`config.mk`:
```
export PLATFORM = sky130hd
export DESIGN_NAME = cache_write_buffer
export DESIGN_NICKNAME = d
export VERILOG_FILES = /design/src/rtl/cache_pkg.sv /design/src/rtl/wb_fifo_mem.sv /design/src/rtl/cache_write_buffer.sv
export SDC_FILE = /design/constraint.sdc
export NUM_CORES = 1
export LEC_CHECK = 0
export ABC_AREA = 1
export CORE_UTILIZATION = 40
export DETAILED_ROUTE_END_ITERATION = 10
export GPL_TIMING_DRIVEN = 0
export SLEW_MARGIN = 5
export SYNTH_ARGS = -nofsm -noshare
export SYNTH_HDL_FRONTEND = slang
export SYNTH_SLANG_ARGS = --single-unit
```
`constraint.sdc`:
```
create_clock -name clk -period 14.4 [get_ports clk]
set_input_delay 1.44 -clock clk [delete_from_list [all_inputs] [get_ports clk]]
set_output_delay 1.44 -clock clk [all_outputs]
set_load 0.005 [all_outputs]
```
`src/rtl/cache_pkg.sv`:
```
// cache_pkg: shared cache-level constants and types.
// Holds the store data width, the default write-buffer depth and the
// drain state encoding used by cache_write_buffer.
package cache_pkg;

    localparam int DATA_WIDTH = 32;
    localparam int WB_DEPTH   = 4;

    typedef enum logic [1:0] {
        WB_IDLE = 2'd0,
        WB_REQ  = 2'd1,
        WB_DONE = 2'd2
    } wb_state_t;

    // True when two byte addresses fall in the same 32-bit word.
    function automatic logic wb_same_word(input logic [31:0] a, input logic [31:0] b);
        return (a[31:2] == b[31:2]);
    endfunction

endpackage

```
`src/rtl/wb_fifo_mem.sv`:
```
// wb_fifo_mem: circular storage for the posted-write buffer.
// Head/tail pointers wrap modulo DEPTH; a separate count register tells
// full from empty. Exposes the head entry for draining and a flat view of
// every slot (plus the head pointer) so the owner can search by age.
module wb_fifo_mem
    import cache_pkg::*;
#(
    parameter int DEPTH      = WB_DEPTH,
    parameter int ADDR_WIDTH = 32,
    parameter int DATA_WIDTH = cache_pkg::DATA_WIDTH,
    localparam int PTR_W     = $clog2(DEPTH),
    localparam int CNT_W     = PTR_W + 1
) (
    input  logic                          clk,
    input  logic                          rst,
    input  logic                          push_i,
    input  logic [ADDR_WIDTH-1:0]         push_addr_i,
    input  logic [DATA_WIDTH-1:0]         push_data_i,
    input  logic                          pop_i,
    output logic [ADDR_WIDTH-1:0]         head_addr_o,
    output logic [DATA_WIDTH-1:0]         head_data_o,
    output logic [PTR_W-1:0]              head_ptr_o,
    output logic [CNT_W-1:0]              count_o,
    output logic                          full_o,
    output logic [DEPTH*ADDR_WIDTH-1:0]   entry_addr_o,
    output logic [DEPTH*DATA_WIDTH-1:0]   entry_data_o
);

    logic [ADDR_WIDTH-1:0] addr_q [DEPTH];
    logic [ADDR_WIDTH-1:0] addr_d [DEPTH];
    logic [DATA_WIDTH-1:0] data_q [DEPTH];
    logic [DATA_WIDTH-1:0] data_d [DEPTH];
    logic [PTR_W-1:0]      head_q, head_d;
    logic [PTR_W-1:0]      tail_q, tail_d;
    logic [CNT_W-1:0]      count_q, count_d;
    logic                  push_ok;
    logic                  pop_ok;

    // A push is refused whenever the buffer is full, even if a pop happens the same cycle.
    assign full_o  = (count_q == CNT_W'(DEPTH));
    assign push_ok = push_i && !full_o;
    assign pop_ok  = pop_i && (count_q != CNT_W'(0));

    // Next-state for slots, pointers and occupancy.
    always_comb begin
        addr_d  = addr_q;
        data_d  = data_q;
        head_d  = head_q;
        tail_d  = tail_q;
        count_d = count_q;
        if (push_ok) begin
            addr_d[tail_q] = push_addr_i;
            data_d[tail_q] = push_data_i;
            tail_d         = tail_q + PTR_W'(1);
        end else begin
            tail_d = tail_q;
        end
        if (pop_ok) begin
            head_d = head_q + PTR_W'(1);
        end else begin
            head_d = head_q;
        end
        case ({push_ok, pop_ok})
            2'b10:   count_d = count_q + CNT_W'(1);
            2'b01:   count_d = count_q - CNT_W'(1);
            default: count_d = count_q;
        endcase
    end

    // Storage and pointer registers; reset empties the buffer.
    always_ff @(posedge clk or posedge rst) begin
        if (rst) begin
            addr_q  <= '{default: '0};
            data_q  <= '{default: '0};
            head_q  <= '0;
            tail_q  <= '0;
            count_q <= '0;
        end else begin
            addr_q  <= addr_d;
            data_q  <= data_d;
            head_q  <= head_d;
            tail_q  <= tail_d;
            count_q <= count_d;
        end
    end

    // Flatten the slot array for the lookup logic in the parent.
    always_comb begin
        entry_addr_o = '0;
        entry_data_o = '0;
        for (int i = 0; i < DEPTH; i++) begin
            entry_addr_o[i*ADDR_WIDTH +: ADDR_WIDTH] = addr_q[i];
            entry_data_o[i*DATA_WIDTH +: DATA_WIDTH] = data_q[i];
        end
    end

    assign head_addr_o = addr_q[head_q];
    assign head_data_o = data_q[head_q];
    assign head_ptr_o  = head_q;
    assign count_o     = count_q;

endmodule

```
`src/rtl/cache_write_buffer.sv`:
```
// cache_write_buffer: posted-write FIFO between the cache controller and DRAM.
// Stores are accepted on wb_valid && wb_ready and drained in order through a
// three-state FSM (IDLE -> REQ -> DONE) over the mem_req/mem_ack handshake.
// WB_DONE inserts one idle cycle between consecutive DRAM requests.
// Optional feature macro WB_FORWARD_EN: when defined, a combinational lookup
// reports the youngest pending store to the same word as rd_addr; when
// undefined, rd_hit/rd_data are tied low and reads must wait for wb_empty.
module cache_write_buffer
    import cache_pkg::*;
#(
    parameter int DEPTH      = WB_DEPTH,
    parameter int ADDR_WIDTH = 32,
    parameter int DATA_WIDTH = cache_pkg::DATA_WIDTH
) (
    input  logic                    clk,
    input  logic                    rst,
    input  logic                    wb_valid,
    output logic                    wb_ready,
    input  logic [ADDR_WIDTH-1:0]   wb_addr,
    input  logic [DATA_WIDTH-1:0]   wb_data,
    input  logic [ADDR_WIDTH-1:0]   rd_addr,
    output logic                    rd_hit,
    output logic [DATA_WIDTH-1:0]   rd_data,
    output logic                    wb_empty,
    output logic [$clog2(DEPTH):0]  wb_count,
    output logic                    mem_req,
    output logic                    mem_we,
    output logic [ADDR_WIDTH-1:0]   mem_addr,
    output logic [DATA_WIDTH-1:0]   mem_wdata,
    input  logic                    mem_ack
);

    localparam int PTR_W = $clog2(DEPTH);
    localparam int CNT_W = PTR_W + 1;

    logic [ADDR_WIDTH-1:0]       head_addr;
    logic [DATA_WIDTH-1:0]       head_data;
    logic [PTR_W-1:0]            head_ptr;
    logic [CNT_W-1:0]            count;
    logic                        full;
    logic [DEPTH*ADDR_WIDTH-1:0] entry_addr;
    logic [DEPTH*DATA_WIDTH-1:0] entry_data;
    logic                        pop;

    wb_state_t             state_q, state_d;
    logic                  mem_req_q, mem_req_d;
    logic [ADDR_WIDTH-1:0] mem_addr_q, mem_addr_d;
    logic [DATA_WIDTH-1:0] mem_wdata_q, mem_wdata_d;

    wb_fifo_mem #(
        .DEPTH      (DEPTH),
        .ADDR_WIDTH (ADDR_WIDTH),
        .DATA_WIDTH (DATA_WIDTH)
    ) u_fifo (
        .clk          (clk),
        .rst          (rst),
        .push_i       (wb_valid),
        .push_addr_i  (wb_addr),
        .push_data_i  (wb_data),
        .pop_i        (pop),
        .head_addr_o  (head_addr),
        .head_data_o  (head_data),
        .head_ptr_o   (head_ptr),
        .count_o      (count),
        .full_o       (full),
        .entry_addr_o (entry_addr),
        .entry_data_o (entry_data)
    );

    // Drain FSM next-state: the DRAM address/data are latched on entry to
    // WB_REQ so they stay constant for the whole request.
    always_comb begin
        state_d     = state_q;
        mem_req_d   = mem_req_q;
        mem_addr_d  = mem_addr_q;
        mem_wdata_d = mem_wdata_q;
        pop         = 1'b0;
        case (state_q)
            WB_IDLE, WB_DONE: begin
                if (count != CNT_W'(0)) begin
                    state_d     = WB_REQ;
                    mem_req_d   = 1'b1;
                    mem_addr_d  = head_addr;
                    mem_wdata_d = head_data;
                end else begin
                    state_d   = WB_IDLE;
                    mem_req_d = 1'b0;
                end
            end
            WB_REQ: begin
                if (mem_ack) begin
                    pop       = 1'b1;
                    state_d   = WB_DONE;
                    mem_req_d = 1'b0;
                end else begin
                    state_d   = WB_REQ;
                    mem_req_d = 1'b1;
                end
            end
            default: begin
                state_d   = WB_IDLE;
                mem_req_d = 1'b0;
            end
        endcase
    end

    // Drain FSM state and registered DRAM request outputs.
    always_ff @(posedge clk or posedge rst) begin
        if (rst) begin
            state_q     <= WB_IDLE;
            mem_req_q   <= 1'b0;
            mem_addr_q  <= '0;
            mem_wdata_q <= '0;
        end else begin
            state_q     <= state_d;
            mem_req_q   <= mem_req_d;
            mem_addr_q  <= mem_addr_d;
            mem_wdata_q <= mem_wdata_d;
        end
    end

    assign mem_req   = mem_req_q;
    assign mem_we    = mem_req_q;
    assign mem_addr  = mem_addr_q;
    assign mem_wdata = mem_wdata_q;
    assign wb_ready  = !full;
    assign wb_count  = count;
    assign wb_empty  = (count == CNT_W'(0)) && (state_q == WB_IDLE);

`ifdef WB_FORWARD_EN
    logic                  fwd_hit;
    logic [DATA_WIDTH-1:0] fwd_data;
    logic [PTR_W-1:0]      idx;

    // Walk valid entries oldest to youngest so the last match wins.
    always_comb begin
        fwd_hit  = 1'b0;
        fwd_data = '0;
        idx      = head_ptr;
        for (int i = 0; i < DEPTH; i++) begin
            idx = head_ptr + PTR_W'(i);
            if ((CNT_W'(i) < count) &&
                (entry_addr[int'(idx)*ADDR_WIDTH + 2 +: ADDR_WIDTH-2] == rd_addr[ADDR_WIDTH-1:2])) begin
                fwd_hit  = 1'b1;
                fwd_data = entry_data[int'(idx)*DATA_WIDTH +: DATA_WIDTH];
            end else begin
                fwd_hit  = fwd_hit;
                fwd_data = fwd_data;
            end
        end
    end

    assign rd_hit  = fwd_hit;
    assign rd_data = fwd_data;
`else
    assign rd_hit  = 1'b0;
    assign rd_data = '0;
`endif

    // Byte-offset bits and the flat view are not consumed in every build.
    logic unused_lookup_bits;
    assign unused_lookup_bits = ^{rd_addr, entry_addr, entry_data, head_ptr};

endmodule

```
==> out/results.txt, run 1 <==
delay-heaviest family, CP -> buffers and inverters
Worst path slowest cell -> clkdlybuf4s50_1
Area growth, synth to finish -> 20.5%
post-synthesis cell count -> 2244
TritonCTS Sinks -> 329
Worst setup EP type -> output pin
Core Area -> 41200 um2
Setup CP Type -> reg -> out
hold crit path type -> reg -> reg
WHS Path Cells -> 2
Die X -> 207 um
PD cells -> 232 nW/um2
startpoint types -> flop
FF-to-FF Start -> state_q[0]$_DFF_PP0_
Post-synth EDFFs -> 0
full die area -> 43000 um2
Gates resized, CTS repair -> 0
Final nets -> 2562
RR Endpoint -> u_fifo.count_o[2]$_DFFE_PP0P_
clock latency on the worst-skew pair -> 0.54 ns
slowest stage delay, CP -> 0.56 ns
Seq cells post-synth -> 329
Setup Skew -> 0.0181 ns
min-delay src -> u_fifo.entry_data_o[10]$_DFFE_PP0P_
fin util -> 49.3%
Via density -> 5.07
ranking of synthesized cells by area -> dfrtp_1, nand2_1, nand4_1, inv_1, nand3_1
Final Max Tran Viols -> 0
Remaining DRCs -> 0
cell taking the most area after synthesis -> dfrtp_1
RSZ-0062 raised after global routing -> no
placed cells -> 2948
Setup-failing EPs final -> 0
first-pass GRT wire length -> 82.8 mm
crit path buf inv count -> 4
Max-slew headroom -> 58.5%
Synth Warn # -> 0
Hold Path Sink -> u_fifo.entry_data_o[10]$_DFFE_PP0P_
crit path DAT -> 2.10 ns
# IOs -> 204
detailed placer's ending HPWL -> 35.8 mm
Post-synth top cells -> nand2_1, dfrtp_1, inv_1, nand4_1, nand3_1
layout cells sized above 1 -> 9.32%
fraction of registers with async set/reset -> 100%
CTS tree -> built
R2R depth -> 10
Reg clk slew, reported paths -> 0.05 ns
initial cell density of the core -> 40.9%
number of buffers created by CTS -> 38
Initial DRC Count -> 1417
gpl congestion -> 0.837
Reg power frac -> 33.3%
root buf cell -> clkbuf_16
leak pwr -> 11.2 nW
IO Port Bufs -> 137
DIE HEIGHT -> 207 um
Final min period -> 3.54 ns
hold bufs inserted after CTS -> 0
antenna violations before repair -> 0
GRT Util Overall -> 24.2%
final hold violation count -> 0
total overflow reported by the global router -> 0
outcome -> finished clean
top-area cell type share of the netlist area -> 48.8%
Post-Route WL -> 51.3 mm
Worst Hold Slack -> 0.468 ns
number of distinct library cells after synthesis -> 24
Peak VDD IR -> 120 uV
Tot Pwr -> 4.71 mW
DR WL/cell -> 17.0 um
Post-Syn Area -> 16900 um2
part of the Yosys area used for sequential elements -> 48.8%
Slew @ Worst Pin -> 0.623 ns
Final period util -> 24.6%
H-Tree Level Count -> 2
Synth Flop Type -> dfrtp_1
CTS Buffer Depth -> 3
Sw Share -> 42.4%
worst-path fanout max -> 10
sw power -> 2.00 mW
Clk pwr share -> 20.2%
combinational share of power -> 46.5%
largest net degree at the start of global routing -> 112
max_cap viols -> 0
First-pass DRT Iterations -> 6
CP required -> 12.96 ns
Syn Area/Cell -> 7.52 um2
Routed Antenna Nets -> 0
Internal -> 2.71 mW
number of global-route vias before repair -> 14745
crit path cell chain -> inv_2, nand3_2, buf_12, buf_2, clkdlybuf4s50_1
Row Count -> 74
Fill cells -> 4104
vias -> 15268
most frequent cell after synthesis -> nand2_1
R2R setup slack -> 12.13 ns
Fin Setup TNS -> 0 ns
Peak Freq -> 283 MHz
Non-Filler Instances -> 3012
post-CTS setup buffers -> 0
==> worst min-delay path, cell delays in order (launching register included) <==
cell and delay [ns]:
dfrtp_1 0.34, nand2_1 0.06, nand2_1 0.04
==> power groups by stage <==
| stage | sequential, mW | combinational (mW) | clock, mW |
|---|---|---|---|
| final | 1.57 | 2.19 | 0.952 |
| after global routing | 1.62 | 2.49 | 1.01 |
| after CTS | 1.57 | 2.20 | 0.971 |
| after detailed placement | 1.58 | 2.19 | 0 |
| after global placement | 1.57 | 2.15 | 0 |
| after floorplan | 1.54 | 1.45 | 0 |
==> state kept, by name, indices dropped and copies added, names as in the netlist <==
| name | count |
|---|---|
| mem_wdata | 32 |
| u_fifo.head_ptr_o | 2 |
| u_fifo.count_o | 3 |
| u_fifo.entry_addr_o | 128 |
| u_fifo.tail_q | 2 |
| u_fifo.entry_data_o | 128 |
| mem_addr | 32 |
| state_q | 2 |
==> metrics by stage <==
step	setup slack, ns	cell area (um2)
3_5_place_dp	10.69	19100
2_1_floorplan	3.85	17000
4_1_cts	10.83	20300
6_report	10.86	20300
3_3_place_gp	-0.634	19000
5_1_grt	10.75	20300
==> cells in the final DEF (no fill, tap or decap), types with 2 or more instances in the layout <==
cell / instances
nand4_1: 256
conb_1: 33
dfrtp_1: 329
nor3_1: 2
buf_4: 49
clkbuf_1: 24
buf_2: 88
inv_2: 5
buf_6: 20
clkdlybuf4s50_1: 137
nand3_4: 4
inv_6: 2
ha_1: 5
buf_1: 23
clkinv_2: 5
buf_16: 3
clkbuf_16: 39
inv_1: 265
clkbuf_8: 6
nand2_1: 1035
nand3_1: 132
bufinv_16: 2
nand3_2: 2
xor2_1: 3
buf_8: 2
==> cell families after synthesis <==
family	count (synthesis)	share of synthesized area, %
XOR/XNOR	4	0.208
other	1	0.0222
buffers and inverters	470	13.3
adder cells (fa/ha/maj)	6	0.490
AND/OR/NAND/NOR	1432	37.1
AO/OA/AOI/OAI	2	0.0742
flip-flops	329	48.8
==> metal layers <==
layer / GRT usage [%] / share of wire, %
met1: 35.1 / 46
met2: 37.3 / 44
met3: 3.37 / 6.6
met4: 7.54 / 2.5
met5: 0 / 0
==> worst max-delay path by stage <==
| stage | endpoint | slack [ns] | cells past startpoint | start |
|---|---|---|---|---|
| after floorplan | mem_addr[0]$_DFFE_PP0N_ | 3.85 | 1 | rst |
| after detailed placement | u_fifo.count_o[2]$_DFFE_PP0P_ | 10.69 | 11 | mem_ack |
| after global routing | wb_ready | 10.75 | 5 | u_fifo.count_o[0]$_DFFE_PP0P_ |
| after CTS | wb_ready | 10.83 | 5 | u_fifo.count_o[0]$_DFFE_PP0P_ |
| after global placement | mem_wdata[9]$_DFFE_PP0N_ | -0.63 | 2 | rst |
| final | wb_ready | 10.86 | 5 | u_fifo.count_o[0]$_DFFE_PP0P_ |
==> area by class of cell <==
class                           instances  area [um2]  area share (%)
Sequential cell                       329        8230            40.5
Multi-Input combinational cell       1477        6510            32.0
Timing Repair Buffer                  140        1450            7.16
Buffer                                199        1230            6.05
Clock buffer                           53        1090            5.36
Inverter                              271        1020            5.04
Tap cell                              532         666            3.28
Clock inverter                         10         111           0.548
Antenna cell                            1        2.50          0.0123
(Power assumes the default switching activity.)
==> inputs of run 2 (changes only) <==
==> constraint.sdc (replaced) <==
create_clock -name clk -period 3.5 [get_ports clk]
set_input_delay 0.35 -clock clk [delete_from_list [all_inputs] [get_ports clk]]
set_output_delay 0.35 -clock clk [all_outputs]
set_load 0.005 [all_outputs]
==> run 2 against run 1 <==
Clock skew is 0.00099 ns higher. Sequential power rose to 4.1 times the previous value. Wire length grew 0.49%. Sequential share of layout area down 0.59 points. Via count shrank 0.13%. Critical path depth stayed put. Global-route usage shrank 0.062 points. Largest power group unchanged.
==> out/results.txt, run 2 (synthesis gave the netlist of run 1 again) <==
vias -> 15248 (was 15268)
FF-to-FF Start -> state_q[0]$_DFF_PP0_ (unchanged)
layout cells sized above 1 -> 9.84% (was 9.32%)
Highest Signal Layer -> met4 (unchanged)
Worst setup EP type -> output pin (unchanged)
Area growth, synth to finish -> 22.2% (was 20.5%)
max_cap viols -> 0 (unchanged)
detailed placer's ending HPWL -> 36.7 mm (was 35.8 mm)
placed cells -> 2955 (was 2948)
Initial DRC Count -> 1306 (was 1417)
Via density -> 5.04 (was 5.07)
Final min period -> 2.43 ns
antenna violations before repair -> 0 (unchanged)
Final Max Tran Viols -> 0 (unchanged)
GRT Util Overall -> 24.1% (was 24.2%)
fin util -> 50.0% (was 49.3%)
multi-input logic area -> 6510 um2 (unchanged)
Slew @ Worst Pin -> 0.632 ns (was 0.623 ns)
Post-Route WL -> 51.6 mm (was 51.3 mm)
RSZ-0062 raised after global routing -> no (unchanged)
full die area -> 43000 um2 (unchanged)
CTS Buffer Depth -> 3 (unchanged)
First-pass DRT Iterations -> 7 (was 6)
Fill cells -> 4032 (was 4104)
hold crit path type -> in -> async (was reg -> reg)
Routed Antenna Nets -> 0 (unchanged)
IO Port Bufs -> 137 (unchanged)
Peak VDD IR -> 376 uV (was 120 uV)
Die X -> 207 um (unchanged)
Setup-failing EPs final -> 0 (unchanged)
met1 WL -> 24.3 mm (was 23.8 mm)
CP required -> 3.15 ns (was 12.96 ns)
Final period util -> 69.6%
final hold violation count -> 0 (unchanged)
commonest cells after routing, fill and taps aside -> nand2_1, dfrtp_1, inv_1, nand4_1, clkdlybuf4s50_1 (unchanged)
crit path DAT -> 2.08 ns (was 2.10 ns)
PD cells -> 966 nW/um2 (was 232 nW/um2)
TritonCTS Sinks -> 329 (unchanged)
clock latency on the worst-skew pair -> 0.54 ns (about the same)
# IOs -> 204 (unchanged)
Core Area -> 41200 um2 (unchanged)
Row Count -> 74 (unchanged)
Max-slew headroom -> 57.9% (was 58.5%)
WL met3 -> 2.91 mm (was 3.38 mm)
initial cell density of the core -> 40.9% (unchanged)
Non-Filler Instances -> 3023 (was 3012)
H-Tree Level Count -> 2 (unchanged)
n_diodes -> 0 (was 1)
root buf cell -> clkbuf_16 (unchanged)
Setup Skew -> 0.0191 ns (was 0.0181 ns)
RR Endpoint -> u_fifo.count_o[2]$_DFFE_PP0P_ (unchanged)
number of buffers created by CTS -> 38 (unchanged)
first-pass GRT wire length -> 82.6 mm (was 82.8 mm)
gpl congestion -> 0.844 (was 0.837)
Tot Pwr -> 19.9 mW (was 4.71 mW)
number of global-route vias before repair -> 14820 (was 14745)
hold bufs inserted after CTS -> 0 (unchanged)
R2R depth -> 11 (was 10)
Peak Freq -> 411 MHz
outcome -> finished clean (unchanged)
most common cell after layout, fill and taps aside -> nand2_1 (unchanged)
Reg clk slew, reported paths -> 0.06 ns (was 0.05 ns)
R2R setup slack -> 1.18 ns (was 12.13 ns)
sequential standard cell area -> 8230 um2 (unchanged)
Remaining DRCs -> 0 (unchanged)
Final nets -> 2569 (was 2562)
largest net degree at the start of global routing -> 40 (was 112)
CTS tree -> built (unchanged)
WL met2 -> 23.2 mm (was 22.8 mm)
startpoint types -> flop (unchanged)
DR WL/cell -> 17.1 um (was 17.0 um)
post-CTS setup buffers -> 0 (unchanged)
Fin Setup TNS -> 0 ns (unchanged)
worst-path fanout max -> 10 (unchanged)
Gates resized, CTS repair -> 0 (unchanged)
total overflow reported by the global router -> 0 (unchanged)
leak pwr -> 11.3 nW (was 11.2 nW)
DIE HEIGHT -> 207 um (unchanged)
Setup CP Type -> reg -> out (unchanged)
-- run 2: final cells by class --
cell class              count  share of cell area, %
flip-flops and latches    329                   39.9
plain buffers             199                   5.97
multi-input cells        1477                   31.6
repair buffers            147                   7.62
inverters                 271                   4.95
well taps                 532                   3.23
clock inverters            15                   1.24
clock buffers              53                   5.49
-- run 2: where the power goes --
part / internal (mW) / switching [mW]
registers: 5.55 / 0.908
logic: 3.31 / 5.74
clock network: 2.77 / 1.62
-- run 2: worst max-delay path: stages, from the launching register on --
cell and delay (ns):
dfrtp_1 0.39, inv_2 0.08, nand3_2 0.10, buf_12 0.16, buf_2 0.27, clkdlybuf4s50_1 0.56
-- run 2: worst max path at each step --
stage | startpoint | endpoint | slack (ns) | depth (start not counted)
2_1_floorplan | rst | mem_addr[0]$_DFFE_PP0N_ | -1.24 | 1
3_3_place_gp | rst | mem_wdata[8]$_DFFE_PP0N_ | -3.79 | 2
3_5_place_dp | mem_ack | u_fifo.count_o[2]$_DFFE_PP0P_ | 0.87 | 11
4_1_cts | u_fifo.count_o[1]$_DFFE_PP0P_ | wb_ready | 1.03 | 5
5_1_grt | state_q[0]$_DFF_PP0_ | u_fifo.count_o[2]$_DFFE_PP0P_ | 0.95 | 11
6_report | u_fifo.count_o[1]$_DFFE_PP0P_ | wb_ready | 1.07 | 5
-- run 2: routing by layer --
metal  vias to the layer above  GRT usage, %
li1                       7422             -
met1                      7259          34.6
met2                       485          38.0
met3                        82          3.34
met4                         0          6.92
met5                         -             0
-- run 2: per-stage QoR --
stage          setup WS, ns  hold WS, ns  area, um2
2_1_floorplan         -1.24        0.436      17000
3_3_place_gp          -3.79        0.453      19000
4_1_cts                1.03        0.181      20600
6_report               1.07        0.184      20600
5_1_grt               0.949        0.219      20600
3_5_place_dp          0.872        0.458      19200
